===== src/rtl/bus_arbiter.sv =====
// Round-robin bus arbiter with bounded tenure and a one-cycle turnaround gap between owners.
// Latency: grant one cycle after request from IDLE; next owner one cycle after release/preempt.
// Backpressure: none; requesters hold req until granted and for the whole transfer.
//
// Ports:
//   clk        - single clock, all state on rising edge
//   rst_n      - asynchronous active-low reset, clears all outputs immediately
//   req        - per-requester request vector (N = 2^WIDTH)
//   gnt        - one-hot grant, decoded from the registered owner index
//   gnt_idx    - registered owner index, holds last value while no grant is active
//   gnt_valid  - a grant is active (decoder enable)
//   busy       - arbiter is in GRANT or HANDOFF

// Index-to-one-hot decoder with enable; all outputs zero when disabled.
module decoder #(
    parameter int WIDTH = 3
) (
    input  logic [WIDTH-1:0]      a_i,
    input  logic                  en_i,
    output logic [(1<<WIDTH)-1:0] y_o
);
    always_comb begin
        y_o = '0;
        if (en_i) begin
            y_o[a_i] = 1'b1;
        end
    end
endmodule

module bus_arbiter #(
    parameter int WIDTH    = 3,
    parameter int MAX_HOLD = 16,
    parameter int CW       = 5
) (
    input  logic                  clk,
    input  logic                  rst_n,
    input  logic [(1<<WIDTH)-1:0] req,
    output logic [(1<<WIDTH)-1:0] gnt,
    output logic [WIDTH-1:0]      gnt_idx,
    output logic                  gnt_valid,
    output logic                  busy
);
    localparam int N = 1 << WIDTH;
    localparam bit HOLD_EN = (MAX_HOLD != 0);
    localparam logic [CW-1:0] HOLD_LAST = (MAX_HOLD == 0) ? '0 : CW'(MAX_HOLD - 1);

    typedef enum logic [1:0] {
        IDLE    = 2'd0,
        GRANT   = 2'd1,
        HANDOFF = 2'd2
    } state_t;

    state_t           state_q, state_d;
    logic [WIDTH-1:0] ptr_q, ptr_d;
    logic [WIDTH-1:0] idx_q, idx_d;
    logic [CW-1:0]    cnt_q, cnt_d;

    logic             win_vld;
    logic [WIDTH-1:0] win_idx;
    logic [N-1:0]     owner_onehot;
    logic             owner_req;
    logic             others_req;
    logic             tenure_done;

    // Rotating priority search. Walk offsets from farthest to nearest so the
    // requester closest to ptr (in wrap order) is the last one to overwrite.
    always_comb begin
        logic [WIDTH-1:0] cand;
        win_vld = 1'b0;
        win_idx = ptr_q;
        cand    = '0;
        for (int i = N - 1; i >= 0; i--) begin
            cand = ptr_q + WIDTH'(i);
            if (req[cand]) begin
                win_vld = 1'b1;
                win_idx = cand;
            end
        end
    end

    assign owner_onehot = N'(1) << idx_q;
    assign owner_req    = req[idx_q];
    assign others_req   = |(req & ~owner_onehot);
    assign tenure_done  = HOLD_EN && (cnt_q == HOLD_LAST);

    always_comb begin
        state_d = state_q;
        ptr_d   = ptr_q;
        idx_d   = idx_q;
        cnt_d   = cnt_q;
        case (state_q)
            IDLE, HANDOFF: begin
                if (win_vld) begin
                    state_d = GRANT;
                    idx_d   = win_idx;
                    cnt_d   = '0;
                end else begin
                    state_d = IDLE;
                end
            end
            GRANT: begin
                if (!owner_req || (tenure_done && others_req)) begin
                    // Owner moves to lowest priority for the next arbitration.
                    state_d = HANDOFF;
                    ptr_d   = idx_q + WIDTH'(1);
                end else if (tenure_done) begin
                    // Nobody else waiting: restart the tenure window, keep the bus.
                    cnt_d = '0;
                end else if (HOLD_EN) begin
                    cnt_d = cnt_q + CW'(1);
                end
            end
            default: begin
                state_d = IDLE;
            end
        endcase
    end

    always_ff @(posedge clk or negedge rst_n) begin
        if (!rst_n) begin
            state_q <= IDLE;
            ptr_q   <= '0;
            idx_q   <= '0;
            cnt_q   <= '0;
        end else begin
            state_q <= state_d;
            ptr_q   <= ptr_d;
            idx_q   <= idx_d;
            cnt_q   <= cnt_d;
        end
    end

    // All outputs derive from registers only.
    assign gnt_valid = (state_q == GRANT);
    assign busy      = (state_q != IDLE);
    assign gnt_idx   = idx_q;

    decoder #(.WIDTH(WIDTH)) u_dec (
        .a_i  (idx_q),
        .en_i (gnt_valid),
        .y_o  (gnt)
    );
endmodule


===== config.mk =====
export PLATFORM = sky130hd
export DESIGN_NAME = bus_arbiter
export DESIGN_NICKNAME = d
export VERILOG_FILES = /design/src/rtl/bus_arbiter.sv
export SDC_FILE = /design/constraint.sdc
export NUM_CORES = 1
export LEC_CHECK = 0
export BUFFER_PORTS_ARGS = -buffer_cell sky130_fd_sc_hd__buf_4
export CORE_ASPECT_RATIO = 1.5
export CORE_UTILIZATION = 30
export DETAILED_ROUTE_END_ITERATION = 10
export HOLD_SLACK_MARGIN = 0.05
export PLACE_DENSITY_LB_ADDON = 0.08
export SYNTH_ARGS = -nofsm -noshare
export SYNTH_HDL_FRONTEND = slang
export SYNTH_SLANG_ARGS = --single-unit

===== constraint.sdc =====
create_clock -name clk -period 5.79 [get_ports clk]
set_clock_uncertainty 0.05 [all_clocks]
set_input_delay 0.579 -clock clk [delete_from_list [all_inputs] [get_ports clk]]
set_output_delay 0.579 -clock clk [all_outputs]
set_load 0.005 [all_outputs]

==> Yosys cells after proc, flatten, opt, wreduce, memory -nomap -nowiden <==
Cells that the tools add are included.
{ "word_totals": {"word_cells": 88, "out_inout_bits": 13, "ff_bits": 13, "input_bits": 10} }
{ "op_classes": {"n_shift": 1, "n_reduce_logical": 12, "mux": 44, "bitwise": 2, "add_sub_neg": 9, "eq_ne": 6, "n_lt_le_gt_ge": 10} }
{ "ops": {"columns": ["op", "count"], "rows": [
  ["$lt A3 B4 Y1 const B", 9],
  ["$bmux W1 S3", 9],
  ["$mux W3", 8],
  ["$mux W1", 19],
  ["$mux W5", 3],
  ["$add A3 B3 Y3 const B", 4],
  ["$pmux W5 S2", 1],
  ["$and A8 B8 Y8", 1],
  ["$mux W8", 1],
  ["$not A8 Y8", 1],
  ["$reduce_or A8 Y1", 1],
  ["$shl A1 B3 Y8 const A", 1],
  ["$add A3 B1 Y3 const B", 2],
  ["$add A3 B2 Y3 const B", 2],
  ["$add A5 B1 Y5 const B", 1],
  ["$eq A5 B4 Y1 const B", 1],
  ["$ne A2 B2 Y1 const B", 2],
  ["$pmux W2 S2", 1],
  ["$reduce_and A2 Y1", 2],
  ["$reduce_bool A2 Y1", 2],
  ["$demux W1 S3", 1],
  ["$ge A3 B1 Y1 const B", 1],
  ["$reduce_and A3 Y1", 1],
  ["$eq A2 B1 Y1 const B", 1],
  ["8 further kinds", 9]
]} }

==> Depth between registers and ports, before layout <==
{ "depth": {"word_depth": 13, "mapped_depth": 10, "depth_no_buf": 8} }

==> Cells and area by module <==
From an unflattened synthesis, not the netlist that was laid out.
{ "hier_totals": {"hier_cells": 182, "hier_area_um2": 1762.9} }
{ "modules_own_cells": {"columns": ["mod", "cells_per_inst", "instances", "area_per_inst_um2"], "rows": [
  ["bus_arbiter", 174, 1, 1666.6],
  ["decoder", 8, 1, 96.3]
]} }

==> Worst setup path before layout <==
OpenSTA, ideal clock, no wires.
{ "synth_path": {"kind": "reg-to-reg", "from": "register ptr_q[1]", "to": "register cnt_q[3]", "arrival_time_ns": 2.666, "setup_slack_ns": 2.993, "t_required_ns": 5.659, "path_stages_with_launch": 10, "synth_period_minus_slack_ns": 2.797, "setup_time_ns": 0.081, "path_cell_list": "dfrtp_1 buf_2 inv_1 ha_1 buf_2 mux4_2 nor4_4 a41oi_4 or2_4 a31oi_2"} }
{ "synth_via": {"elab_chain_len": 13, "elab_cells_between_ends": 33, "cone_classes": "add/sub (7); eq/ne (1); mux (24); reduce/logical (1)"} }
{ "synth_lines": {"columns": ["element", "line_no", "text"], "rows": [
  ["start, declared", "54", "logic [WIDTH-1:0] ptr_q, ptr_d;"],
  ["start signal, assigned", "127", "ptr_q <= ptr_d;"],
  ["$add A3 B3 Y3", "73", "cand = ptr_q + WIDTH'(i);"],
  ["$bmux W1 S3", "74", "if (req[cand]) begin"],
  ["$mux W1 (not written as such)", "74", null],
  ["$mux W1 (7 in a row)", "74", null],
  ["$mux W1 (*)", "74", null],
  ["$ne A2 B2 Y1 (no source line) (*)", null, null],
  ["$reduce_and A3 Y1 (no source line) (*)", null, null],
  ["end signal, assigned", "129", "cnt_q <= cnt_d;"],
  ["end, declared", "56", "logic [CW-1:0] cnt_q, cnt_d;"]
]} }
Every way passes the cells marked *; elsewhere a longest branch is shown, timed or not. The select of a mux whose other input is x is not followed.
A chain may end at the register's enable or synchronous reset.

==> Worst setup path after layout <==
{ "layout_path": {"from": "register ptr_q[0]", "to": "register idx_q[0], in the netlist gnt_idx[0]"} }
{ "layout_via": {"elab_chain_len": 12, "elab_cells_between_ends": 40, "cone_classes": "add/sub (7); mux (32); reduce/logical (1)"} }
{ "layout_lines": {"columns": ["element", "line_no", "text"], "rows": [
  ["$add A3 B3 Y3", "73", null],
  ["$bmux W1 S3", "74", null],
  ["$mux W1 (not written as such)", "74", null],
  ["$mux W1 (8 in a row)", "74", null],
  ["$reduce_and A2 Y1 (no source line)", null, null],
  ["end signal, assigned", "128", "idx_q <= idx_d;"],
  ["end, declared", "55", "logic [WIDTH-1:0] idx_q, idx_d;"]
]} }
Several ways; a longest one is shown, not always the timed one. The select of a mux whose other input is x is not followed.

==> summary.md <==
| Metric | Value |
|---|---|
| Starting DRC count in detailed routing | `146` |
| Compound-gate portion of the synthesized area | `22.04%` |
| Top cell type's share of synthesized area | `16.28%` |
| Avg WL per Cell | `19.91 um` |
| Final min period | `3.794 ns` |
| Sw frac | `52.25%` |
| Gpl congestion | `0.8434` |
| Final HPWL DP | `4531 um` |
| Max cap viols | `0` |
| Final #Nets | `245` |
| Port Buffers | `22` |
| Synth Cell Area | `0.001998 mm^2` |
| Post-route ant nets | `0` |
| Clock latency on the worst-skew pair | `approximately 0.24 ns` |
| Synth Area in XOR/XNOR | `approximately 1.3%` |
| CTS tree | `yes` |
| Overall global routing resource usage | `18.49%` |
| Die W | `68.64 um` |
| Combinational Power Share | `78.4%` |
| Tightest Pin Transition | `about 1.0 ns` |
| DR pass1 iterations | `4` |
| Worst Path Max Fanout | `26` |
| Cells after Synth | `215` |
| # rows | `36` |
| RSZ-0062 raised after global routing | `false` |
| Flops & latches, synth | `13` |
| Initial antenna violation count | `0` |
| Clock slew at reported path FFs | `approximately 0.05 ns` |
| Total power | `~0.0015 W` |
| Syn_nets | `234` |
| Die H | `102.0 um` |
| Vias in the first global route | `1,785` |
| Outcome | `finished, final reports clean` |
| Crit path DAT | `~3.9 ns` |
| Fillers | `roughly 690` |
| Synth Area in Simple Gates | `17.03%` |
| Setup CP Type | `flip-flop to flip-flop` |
| CTS Buf Count | `3` |
| Sequential area share after synthesis | `about 16%` |
| Max transition margin | `roughly 33%` |
| Ys flop type | `dfrtp_1` |
| Clk pwr share | `5.5%` |
| Post_cts resized | `0` |
| Largest family of logic cells by synthesized area | `multiplexers` |
| Flop pwr share | `16.1%` |
| Post-synthesis mux area share | `30.93%` |
| Setup crit end kind | `flip-flop` |
| Final Cycle Share | `65.52%` |
| Ant diodes | `0` |
| Hold Path Class | `primary input to asynchronous set/reset pin` |
| Cell Pwr Density | `658.4 mW/mm^2` |
| Final setup vio count | `0` |
| FFs w/ async S/R, synth | `100.0%` |
| Number of warnings issued by yosys | `0` |
| Number of remaining DRC errors | `0` |
| Post-synthesis adder-cell area fraction | `around 5.6%` |
| Leak | `0.9199 nW` |
| Cell Int Power | `between 0.0006 and 0.0007 W` |
| Layout cells sized above 1 | `22.22%` |
| Vias | `1,787` |
| Routed wire length | `around 6000 um` |
| Synth top area cells | `dfrtp_1, mux4_2, mux2i_1, mux4_1, ha_1` |
| EDFF count, synth | `0` |
| Most frequent cell after synthesis | `nand2_1` |
| Sink Count | `13` |
| Largest net degree at the start of global routing | `27` |
| CP required | `5.86 ns` |
| Initial Utilization | `30.81%` |
| Final Hold Viols | `0` |
| First-pass GRT wire length | `9459 um` |
| Post-DR vias/cell | `5.937` |
| NetSw | `0.0007653 W` |
| Root Driver | `clkbuf_8` |
| Mean post-synth cell area | `9.294 um^2` |
| I/O pin cnt | `23` |
| Clock Tree Buf Depth | `2` |
| VDD IR-drop max | `248.4 uV` |
| Setup TNS Final | `0 ns` |
| Remaining Overflow, GRT | `0` |
| Setup crit start kind | `flip-flop` |
| Slew Limit Fails | `0` |
| Fmax | `about 0.26 GHz` |
| CTS Hold Bufs | `0` |
| Synth unique cells | `57` |
| Clock H-tree levels | `1` |
| CORE AREA | `around 0.0065 mm^2` |
| Synth-to-Final Area Change | `11.33%` |
| Post CTS Setup Buffer Count | `0` |
| Top cells by count, synth | `nand2_1, nor2_1, mux2i_1` |
| Die ar. | `around 0.0070 mm^2` |
| Area leader, netlist | `dfrtp_1` |
[through the flow]
step / hold WS (ns) / setup WS [ns] / util [%] / area [um^2] / std cells
6_report: 0.1241 / 1.996 / 34.30 / 2225 / 301
5_1_grt: 0.1261 / 1.788 / 34.30 / 2225 / 301
4_1_cts: 0.1268 / 1.994 / 34.30 / 2225 / 301
3_5_place_dp: 0.3835 / 2.035 / 33.60 / 2180 / 297
3_3_place_gp: 0.3886 / 2.089 / 33.60 / 2180 / 297
2_1_floorplan: 0.2334 / 2.993 / - / 1998 / 215
[power groups by stage]
stage / registers [W] / logic, W / clock network, W
4_1_cts: 0.000238 / 0.00115 / 0.0000821
3_5_place_dp: 0.000238 / 0.00114 / 0
3_3_place_gp: 0.000242 / 0.00116 / 0
2_1_floorplan: 0.000166 / 0.000943 / 0
5_1_grt: 0.000250 / 0.00125 / 0.0000856
6_report: 0.000236 / 0.00115 / 0.0000799
[logic make-up (layout without fill, tap and decap cells)]
| family | Yosys count | in the layout |
|---|---|---|
| buf+inv | 30 | 40 |
| xor+xnor | 3 | 3 |
| flops | 13 | 13 |
| compound gates | 54 | 54 |
| simple gates | 68 | 68 |
| mux | 38 | 38 |
| fa+ha+maj | 9 | 9 |
[flip-flops by register name, indices dropped and copies added, names as in the netlist]
| signal | flops |
|---|---|
| ptr_q | 3 |
| cnt_q | 5 |
| gnt_idx | 3 |
| state_q | 2 |
[worst max-delay path, stage by stage, from the launching register on]
cell,delay (ns)
dfrtp_1,1.00
inv_1,0.27
ha_1,0.68
mux4_2,0.51
mux2i_4,0.29
o21ai_1,0.18
nand2b_1,0.18
a311o_1,0.38
a2bb2oi_1,0.13
[cell usage in the layout (no fill, tap or decap), drive strengths merged, types with 3 or more instances in the layout]
cell and count:
a31oi 3, xnor2 3, mux2 5, mux4 16
mux2i 17, clkbuf 4, nand2b 4, nand3 4
nor2b 3, a41oi 3, a21oi 4, dfrtp 13
a21boi 8, nand2 23, nor3 3, ha 9
buf 23, o221ai 4, o21ai 6, inv 12
o22ai 3, nor2 19
[layer usage]
layer	GRT usage (%)	part of all wire (%)	wire [um]	vias to the layer above
li1	-	-	-	848
met1	20.43	39	2352	892
met4	6.891	2.4	144	0
met2	35.14	56	3366	35
met3	1.451	2.2	130	12
met5	0	0	0	-
[layout make-up]
cell class | count | area (um^2) | share of cell area (%)
multi-input cells | 172 | 1538 | 69.12
flip-flops and latches | 13 | 325.3 | 14.62
repair buffers | 23 | 172.7 | 7.762
well taps | 76 | 95.09 | 4.274
inverters | 13 | 48.80 | 2.193
clock buffers | 4 | 45.04 | 2.025
[worst paths after layout]
path	endpoint	depth (start not counted)	slack [ns]	from
hold / removal	cnt_q[4]	1	0.12	rst_n
setup reg to reg	gnt_idx[0]	8	2.00	ptr_q[0]
min in group clk	cnt_q[4]	2	0.45	cnt_q[4]
max in group asynchronous	ptr_q[0]	1	5.40	rst_n
hold reg to reg	cnt_q[4]	2	0.45	cnt_q[4]
setup / recovery	gnt_idx[0]	8	2.00	ptr_q[0]
Note: power is estimated with default switching activity, not from simulation.
